**src/rtl/data_read_rd_arbiter.sv**
```systemverilog
// Two-requester round-robin front end for one AXI4-Lite read channel.
// Allows one read in flight at a time; a watchdog converts a missing R beat into an error response.
module data_read_rd_arbiter #(
  parameter int ADDR_W  = 32,
  parameter int DATA_W  = 32,
  parameter int TIMEOUT = 255
) (
  input  logic              S_AXI_ACLK,
  input  logic              S_AXI_ARESETN,
  input  logic              req0_valid,
  input  logic [ADDR_W-1:0] req0_addr,
  output logic              req0_ready,
  output logic              rsp0_valid,
  output logic [DATA_W-1:0] rsp0_data,
  output logic              rsp0_err,
  input  logic              req1_valid,
  input  logic [ADDR_W-1:0] req1_addr,
  output logic              req1_ready,
  output logic              rsp1_valid,
  output logic [DATA_W-1:0] rsp1_data,
  output logic              rsp1_err,
  output logic [ADDR_W-1:0] M_AXI_ARADDR,
  output logic              M_AXI_ARVALID,
  input  logic              M_AXI_ARREADY,
  input  logic [DATA_W-1:0] M_AXI_RDATA,
  input  logic [1:0]        M_AXI_RRESP,
  input  logic              M_AXI_RVALID,
  output logic              M_AXI_RREADY
);

  localparam int TW = $clog2(TIMEOUT + 2);

  typedef enum logic [1:0] {IDLE, ADDR, DATA, DRAIN} state_e;

  state_e                   state_q, state_d;
  logic                     ptr_q, ptr_d;
  logic                     owner_q, owner_d;
  logic [ADDR_W-1:0]        araddr_q, araddr_d;
  logic [TW-1:0]            timer_q, timer_d;
  logic [1:0]               rsp_vld_q, rsp_vld_d;
  logic [1:0]               rsp_err_q, rsp_err_d;
  logic [1:0][DATA_W-1:0]   rsp_data_q, rsp_data_d;
  logic [1:0]               req_v, gnt;
  logic                     sel;
  logic                     tmo_hit;
  logic                     rresp_unused;

  // Only RRESP[1] distinguishes SLVERR/DECERR from OKAY/EXOKAY.
  assign rresp_unused = M_AXI_RRESP[0];

  assign req_v   = {req1_valid, req0_valid};
  assign tmo_hit = (TIMEOUT != 0) && (timer_q == TW'(TIMEOUT - 1));

  always_comb begin
    state_d    = state_q;
    ptr_d      = ptr_q;
    owner_d    = owner_q;
    araddr_d   = araddr_q;
    timer_d    = timer_q;
    rsp_vld_d  = '0;
    rsp_err_d  = rsp_err_q;
    rsp_data_d = rsp_data_q;
    gnt        = '0;
    sel        = 1'b0;
    case (state_q)
      IDLE: begin
        // Hold off one cycle while the response pulse is out, giving the 4-cycle issue cadence.
        if (rsp_vld_q == 2'b00 && req_v != 2'b00) begin
          sel      = (req_v == 2'b11) ? ptr_q : req_v[1];
          gnt[sel] = 1'b1;
          owner_d  = sel;
          araddr_d = sel ? req1_addr : req0_addr;
          state_d  = ADDR;
        end
      end
      ADDR: begin
        if (M_AXI_ARREADY) begin
          timer_d = '0;
          state_d = DATA;
        end
      end
      DATA: begin
        if (M_AXI_RVALID) begin
          rsp_vld_d[owner_q]  = 1'b1;
          rsp_data_d[owner_q] = M_AXI_RDATA;
          rsp_err_d[owner_q]  = M_AXI_RRESP[1];
          ptr_d               = ~owner_q;
          state_d             = IDLE;
        end else if (tmo_hit) begin
          rsp_vld_d[owner_q]  = 1'b1;
          rsp_data_d[owner_q] = '0;
          rsp_err_d[owner_q]  = 1'b1;
          ptr_d               = ~owner_q;
          state_d             = DRAIN;
        end else if (timer_q != '1) begin
          timer_d = timer_q + 1'b1;
        end
      end
      DRAIN: begin
        if (M_AXI_RVALID) state_d = IDLE;
      end
      default: state_d = IDLE;
    endcase
  end

  always_ff @(posedge S_AXI_ACLK or negedge S_AXI_ARESETN) begin
    if (!S_AXI_ARESETN) begin
      state_q    <= IDLE;
      ptr_q      <= 1'b0;
      owner_q    <= 1'b0;
      araddr_q   <= '0;
      timer_q    <= '0;
      rsp_vld_q  <= '0;
      rsp_err_q  <= '0;
      rsp_data_q <= '0;
    end else begin
      state_q    <= state_d;
      ptr_q      <= ptr_d;
      owner_q    <= owner_d;
      araddr_q   <= araddr_d;
      timer_q    <= timer_d;
      rsp_vld_q  <= rsp_vld_d;
      rsp_err_q  <= rsp_err_d;
      rsp_data_q <= rsp_data_d;
    end
  end

  // Grant is combinational from IDLE; masked so nothing is accepted while reset is held.
  assign req0_ready    = gnt[0] & S_AXI_ARESETN;
  assign req1_ready    = gnt[1] & S_AXI_ARESETN;
  assign rsp0_valid    = rsp_vld_q[0];
  assign rsp1_valid    = rsp_vld_q[1];
  assign rsp0_data     = rsp_data_q[0];
  assign rsp1_data     = rsp_data_q[1];
  assign rsp0_err      = rsp_err_q[0];
  assign rsp1_err      = rsp_err_q[1];
  assign M_AXI_ARADDR  = araddr_q;
  assign M_AXI_ARVALID = (state_q == ADDR);
  assign M_AXI_RREADY  = (state_q == DATA) || (state_q == DRAIN);

endmodule

```
**config.mk**
```make
export PLATFORM = sky130hd
export DESIGN_NAME = data_read_rd_arbiter
export DESIGN_NICKNAME = d
export VERILOG_FILES = /design/src/rtl/data_read_rd_arbiter.sv
export SDC_FILE = /design/constraint.sdc
export NUM_CORES = 1
export LEC_CHECK = 0
export ABC_AREA = 1
export CORE_MARGIN = 2
export CORE_UTILIZATION = 44
export CTS_CLUSTER_SIZE = 40
export DETAILED_ROUTE_END_ITERATION = 8
export GPL_TIMING_DRIVEN = 0
export PLACE_DENSITY_LB_ADDON = 0.15
export REMOVE_ABC_BUFFERS = 1
export SLEW_MARGIN = 10
export SYNTH_ARGS = -nofsm -noshare
export SYNTH_HDL_FRONTEND = slang
export SYNTH_SLANG_ARGS = --single-unit
```
**constraint.sdc**
```tcl
create_clock -name S_AXI_ACLK -period 1.8 [get_ports S_AXI_ACLK]
set_input_delay 0.45 -clock S_AXI_ACLK [delete_from_list [all_inputs] [get_ports S_AXI_ACLK]]
set_output_delay 0.45 -clock S_AXI_ACLK [all_outputs]
set_load 0.02 [all_outputs]
```
== Word-level counts from Yosys, hierarchy flattened ==
Index checks and enable logic that the tools add are counted.
Word-level totals
  bits in registers: 113
  bits in latches: 0
  memory bits (writable): 0
  bits in read-only memories: 0
  output and inout port bits: 104
  logic and storage cells: 78
  memories: 0
Cells by class
  $add $sub $neg: 1
  multiply operators: 0
  divide/modulo/power cells: 0
  magnitude comparators: 4
  eq/ne operators: 13
  shift operators: 0
  mux-type cells: 32
  bitwise operators: 6
  reduce and logical (&&, ||, !) cells: 13
Operators with widths (number)
  2-to-1 mux 64 bit: 2
  bitwise AND 64 bit: 1
  bitwise mux 64 bit: 1
  2-to-1 mux 32 bit: 2
  inverter 64 bit: 1
  2-to-1 mux 9 bit: 4
  demux 32 bit (select 1 bit): 1
  2-to-1 mux 2 bit: 12
  one-hot mux 9 bit (2 select lines): 1
  != test 2 bit, second input constant: 5
  adder 9 x 1 -> 9 bit, second input constant: 1
  equality test 9 x 8 -> 1 bit, second input constant: 1
  != test 9 bit, second input constant: 1
  one-hot mux 2 bit (4 select lines): 1
  equality test 2 bit, second input constant: 3
  nonzero test 2 bit: 3
  2-to-1 mux 1 bit: 5
  AND reduction 5 bit: 1
  logical NOT 2 bit: 2
  < comparator 1 x 2 -> 1 bit, second input constant: 2
  AND reduction 2 bit: 2
  AND reduction 4 bit: 1
  logical AND 1 bit: 3
  != test 3 bit, second input constant: 1
  9 further kinds: 12

== Logic depth before layout (Yosys ltp) ==
  depth in word-level cells: 9
  depth in mapped cells: 11
  mapped depth without buffers: 11

== Least setup slack after synthesis ==
Ideal clock, no wire load.
  kind: register to output
  start: register rsp_vld_q[1]
  end: output port req0_ready
  data arrival time: 1496 ps
  required time: 1350 ps
  path slack: -146 ps
  stages on the path, launching flop included: 5
  cell sequence: dfrtp_1 nor2_1 o211ai_4 clkbuf_1 nor3_1
On the way
  cells in the longest elaborated chain, start to end: 5
RTL lines
  from (decl): line 40  | logic [1:0] rsp_vld_q, rsp_vld_d;
  from (signal assigned): line 122  | rsp_vld_q <= rsp_vld_d;
  logical NOT 2 bit: line 68  | if (rsp_vld_q == 2'b00 && req_v != 2'b00) begin
  logical AND 1 bit: line 68
  2-to-1 mux 2 bit: line 68
  2-to-1 mux 2 bit: line 65  | case (state_q)
  bitwise AND 1 bit: line 129  | assign req0_ready = gnt[0] & S_AXI_ARESETN;
  to (decl): line 12  | output logic req0_ready,
No other way between the ends.

== Worst setup path after layout ==
  start: input port req0_valid
  end: output port req0_ready
On the way
  cells in the longest elaborated chain, start to end: 9
  elaborated cells between the ends (all ways): 12
  classes of those cells: order compare: 2; eq/ne: 1; mux: 5; bitwise: 1; reduce/logical: 3
RTL lines
  from (decl): line 10  | input logic req0_valid,
  equality test 2 bit: line 69  | sel = (req_v == 2'b11) ? ptr_q : req_v[1];
  2-to-1 mux 1 bit: line 69
  < comparator 1 x 2 -> 1 bit (not written as such) / greater-or-equal comparator 1 bit (equally long branches): line 70  | gnt[sel] = 1'b1;
  logical AND 1 bit (not written as such): line 70
  2-to-1 mux 1 bit (not written as such): line 70
  demux 1 bit (select 1 bit): line 70
  2-to-1 mux 2 bit *: line 68
  2-to-1 mux 2 bit *: line 65
  bitwise AND 1 bit *: line 129
Every way passes the cells marked *; elsewhere a longest branch is shown, timed or not.

==> impl_metrics.py <==
metrics = {
    "outcome": {
        "status": "finished with violations",
        "violations": "setup timing",
    },
    "cells_and_area": {
        "final_common_cell": "nand2_1",
        "finalNetCount": 1027,
        "n_antenna_cell": 0,
        "finalCoreUtilization_pct": 70.8,
        "area_delta_synth_final_pct": 58.5,
        "fillCellCount": 975,
        "drive_above_1_share_pct": 11.9,
        "final_cell_mix": "nand2_1, dfrtp_1, dlygate4sd2_1",
    },
    "detailed_routing": {
        "wire_per_inst_um": 16.3,
        "vias": 5363,
        "routed_wl_um": 17600,
        "drc": 0,
        "antenna_left": 0,
        "dr.first_iter.drc_count": 256,
        "vias_per_cell": 4.97,
        "dr.pass1.iters": 5,
    },
    "critical_path": {
        "crit_start": "req0_valid",
        "crit_type": "input port to output pin",
        "crit_path_cell_trace": "dlygate4sd2_1, nand2_2, nand2_4, inv_4, nor3_2, buf_4",
        "required_ps": 1350,
        "r2r-start": "timer_q[0]$_DFFE_PN0P_",
        "cp_max_fo": 4,
        "slowest_stage": "dlygate4sd2_1",
        "max_stage_delay_ps": 390,
        "cp.arrival_ps": 1450,
        "crit_path_start_kind": "input port",
        "cp-end-kind": "output pin",
    },
    "synth": {
        "ys_types": 29,
        "synth_seq_cells": 113,
        "yosysWarnings": 0,
        "synth.cell_area_um2": 5300,
        "synthCells": 685,
        "ys_seq_area_share_pct": 53.4,
        "syn_area_per_cell_um2": 7.73,
    },
    "sta": {
        "slew_headroom_pct": 42.4,
        "hold_viol": 0,
        "grt_setup_unrepaired": "yes",
        "final.setup_skew_ps": 11.0,
        "whs_ps": 20.0,
        "finalSetupViolations": 2,
        "finalCritPeriodShare_pct": 106,
        "worstMarginPinSlew_ps": 862,
        "slew_violations": 0,
        "period_needed_ps": 1900,
        "setup_tns_ps": -173,
        "timing.final.ws_setup_ps": -102,
        "fmax_ghz": 0.526,
    },
    "die": {
        "dieWidth_um": 114,
        "core-area_um2": 11900,
        "die_area_um2": 12900,
        "rows": 40,
        "initial_core_util_pct": 44.7,
        "die_h_um": 114,
        "ios": 208,
    },
    "global_route": {
        "grtUsageMet3_pct": 8.40,
        "use_met2_pct": 43.4,
        "grt.total_usage_pct": 25.0,
        "grt_max_degree": 74,
        "grt_pass1_wl_um": 25100,
        "grt_pass1_vias": 5102,
        "antenna_found_initial": 0,
        "overflow": 0,
        "gr-max-usage-layer": "met2",
        "use_met1_pct": 28.0,
    },
    "placed_design": {
        "port_buffers": 206,
        "dp_hpwl_um": 10100,
        "pre_cts_slack_ps": -1160,
        "routabilityCongestion": 0.838,
    },
    "clock_tree": {
        "clock_path_buffers": 2,
        "clk_pin_slew_ps": 50,
        "numCtsBuffers": 17,
        "cts_tree": "built",
        "htreeDepth": 4,
        "clock_latency_ps": 410,
        "clock_sinks": 113,
        "root_buffer": "clkbuf_16",
    },
    "power_and_ir_drop": {
        "leakage_nw": 4.59,
        "power_density_nw_per_um2": 1560,
        "vdd_ir_drop_max_uv": 634,
        "total_power_w": 0.0131,
    },
    "flow_run": {
        "cap_violations": 0,
    },
    "min_path": {
        "hold_path_class": "input port to asynchronous set/reset pin",
    },
}
-- flip-flops by register name (all words and copies together), names as in the netlist --
| register | count |
|---|---|
| M_AXI_ARADDR | 32 |
| rsp0_data | 32 |
| rsp1_data | 32 |
| timer_q | 9 |
| rsp_err_q | 2 |
| rsp_vld_q | 2 |
| state_q | 2 |
| owner_q | 1 |
| ptr_q | 1 |
-- report_power, final --
group	internal (W)	leakage [nW]	switching, W
registers	0.00345	1.47	0.000548
logic	0.00210	2.81	0.00347
clock network	0.00237	0.305	0.00115
total	0.00793	4.59	0.00517
-- routing by layer --
| metal | part of all wire, % | vias up |
|---|---|---|
| met5 | 0 | - |
| met4 | 3.2 | 0 |
| met3 | 8.9 | 43 |
| met2 | 49 | 228 |
| met1 | 39 | 2540 |
| li1 | - | 2552 |
-- per-stage QoR --
step / cells / cell area [µm²]
floorplan: 657 / 5080
global placement: 1010 / 7330
detailed placement: 1011 / 7360
CTS: 1060 / 8120
global route: 1079 / 8400
finish: 1079 / 8400
-- layout make-up --
type	instances	area, µm²	share of cell area (%)
clock buffers	20	457	5.44
clock inverters	11	161	1.92
inverters	55	215	2.56
multi-input cells	497	2270	27.1
flip-flops and latches	113	2830	33.7
well taps	147	184	2.19
repair buffers	235	2270	27.0
repair inverters	1	7.51	0.0894
-- timing repair --
item                       4_1_cts  5_1_grt
buffers inserted                14       13
pin swaps                        9       11
setup endpoints to repair      205      112
hold endpoints to repair        40        0
hold buffers                     1        0
gates resized for setup        143       21
gates cloned                     3        6
-- logic make-up (layout without fill, tap and decap cells) --
family | count (synthesis) | count (layout) | synth area share, %
xor gates and xnor gates | 2 | 2 | 0.331
adders and majority gates | 3 | 3 | 0.709
buffers and inverters | 83 | 322 | 7.91
AOI/OAI and AO/OA | 16 | 17 | 1.89
DFF | 113 | 113 | 53.4
and+or+nand+nor | 468 | 475 | 35.8
-- critical path: cells and delay by family --
| family | cells | cell delay [ps] |
|---|---|---|
| buf+inv | 3 | 610 |
| simple gates | 3 | 400 |
-- final timing paths --
kind | end | slack (ps) | cells after the start
worst max-delay path | req0_ready | -100 | 6
worst min-delay path | M_AXI_ARADDR[11]$_DFFE_PN0P_ | 20 | 2
worst max register to register | rsp1_data[28]$_DFFE_PN0P_ | 10 | 11
worst min register to register | rsp0_data[29]$_DFFE_PN0P_ | 470 | 2
max in group asynchronous | timer_q[3]$_DFFE_PN0P_ | 1430 | 2
min in group S_AXI_ACLK | rsp0_data[29]$_DFFE_PN0P_ | 470 | 2
-- cells in the mapped netlist (all sizes together) --
master	number	area [µm²]
a21oi	6	30.0
a31o	1	8.76
buf	21	168
clkbuf	4	15.0
dfrtp	113	2830
dlygate4sd1	2	17.5
dlymetal6s4s	1	12.5
ha	3	37.5
inv	55	206
nand2	337	1290
nand3	39	205
nand3b	1	7.51
nor2	87	370
nor3	3	15.0
o211ai	1	21.3
o21ai	8	40.0
or2	1	6.26
xnor2	1	8.76
xor2	1	8.76
No activity file was read; power rests on OpenSTA's default activity.
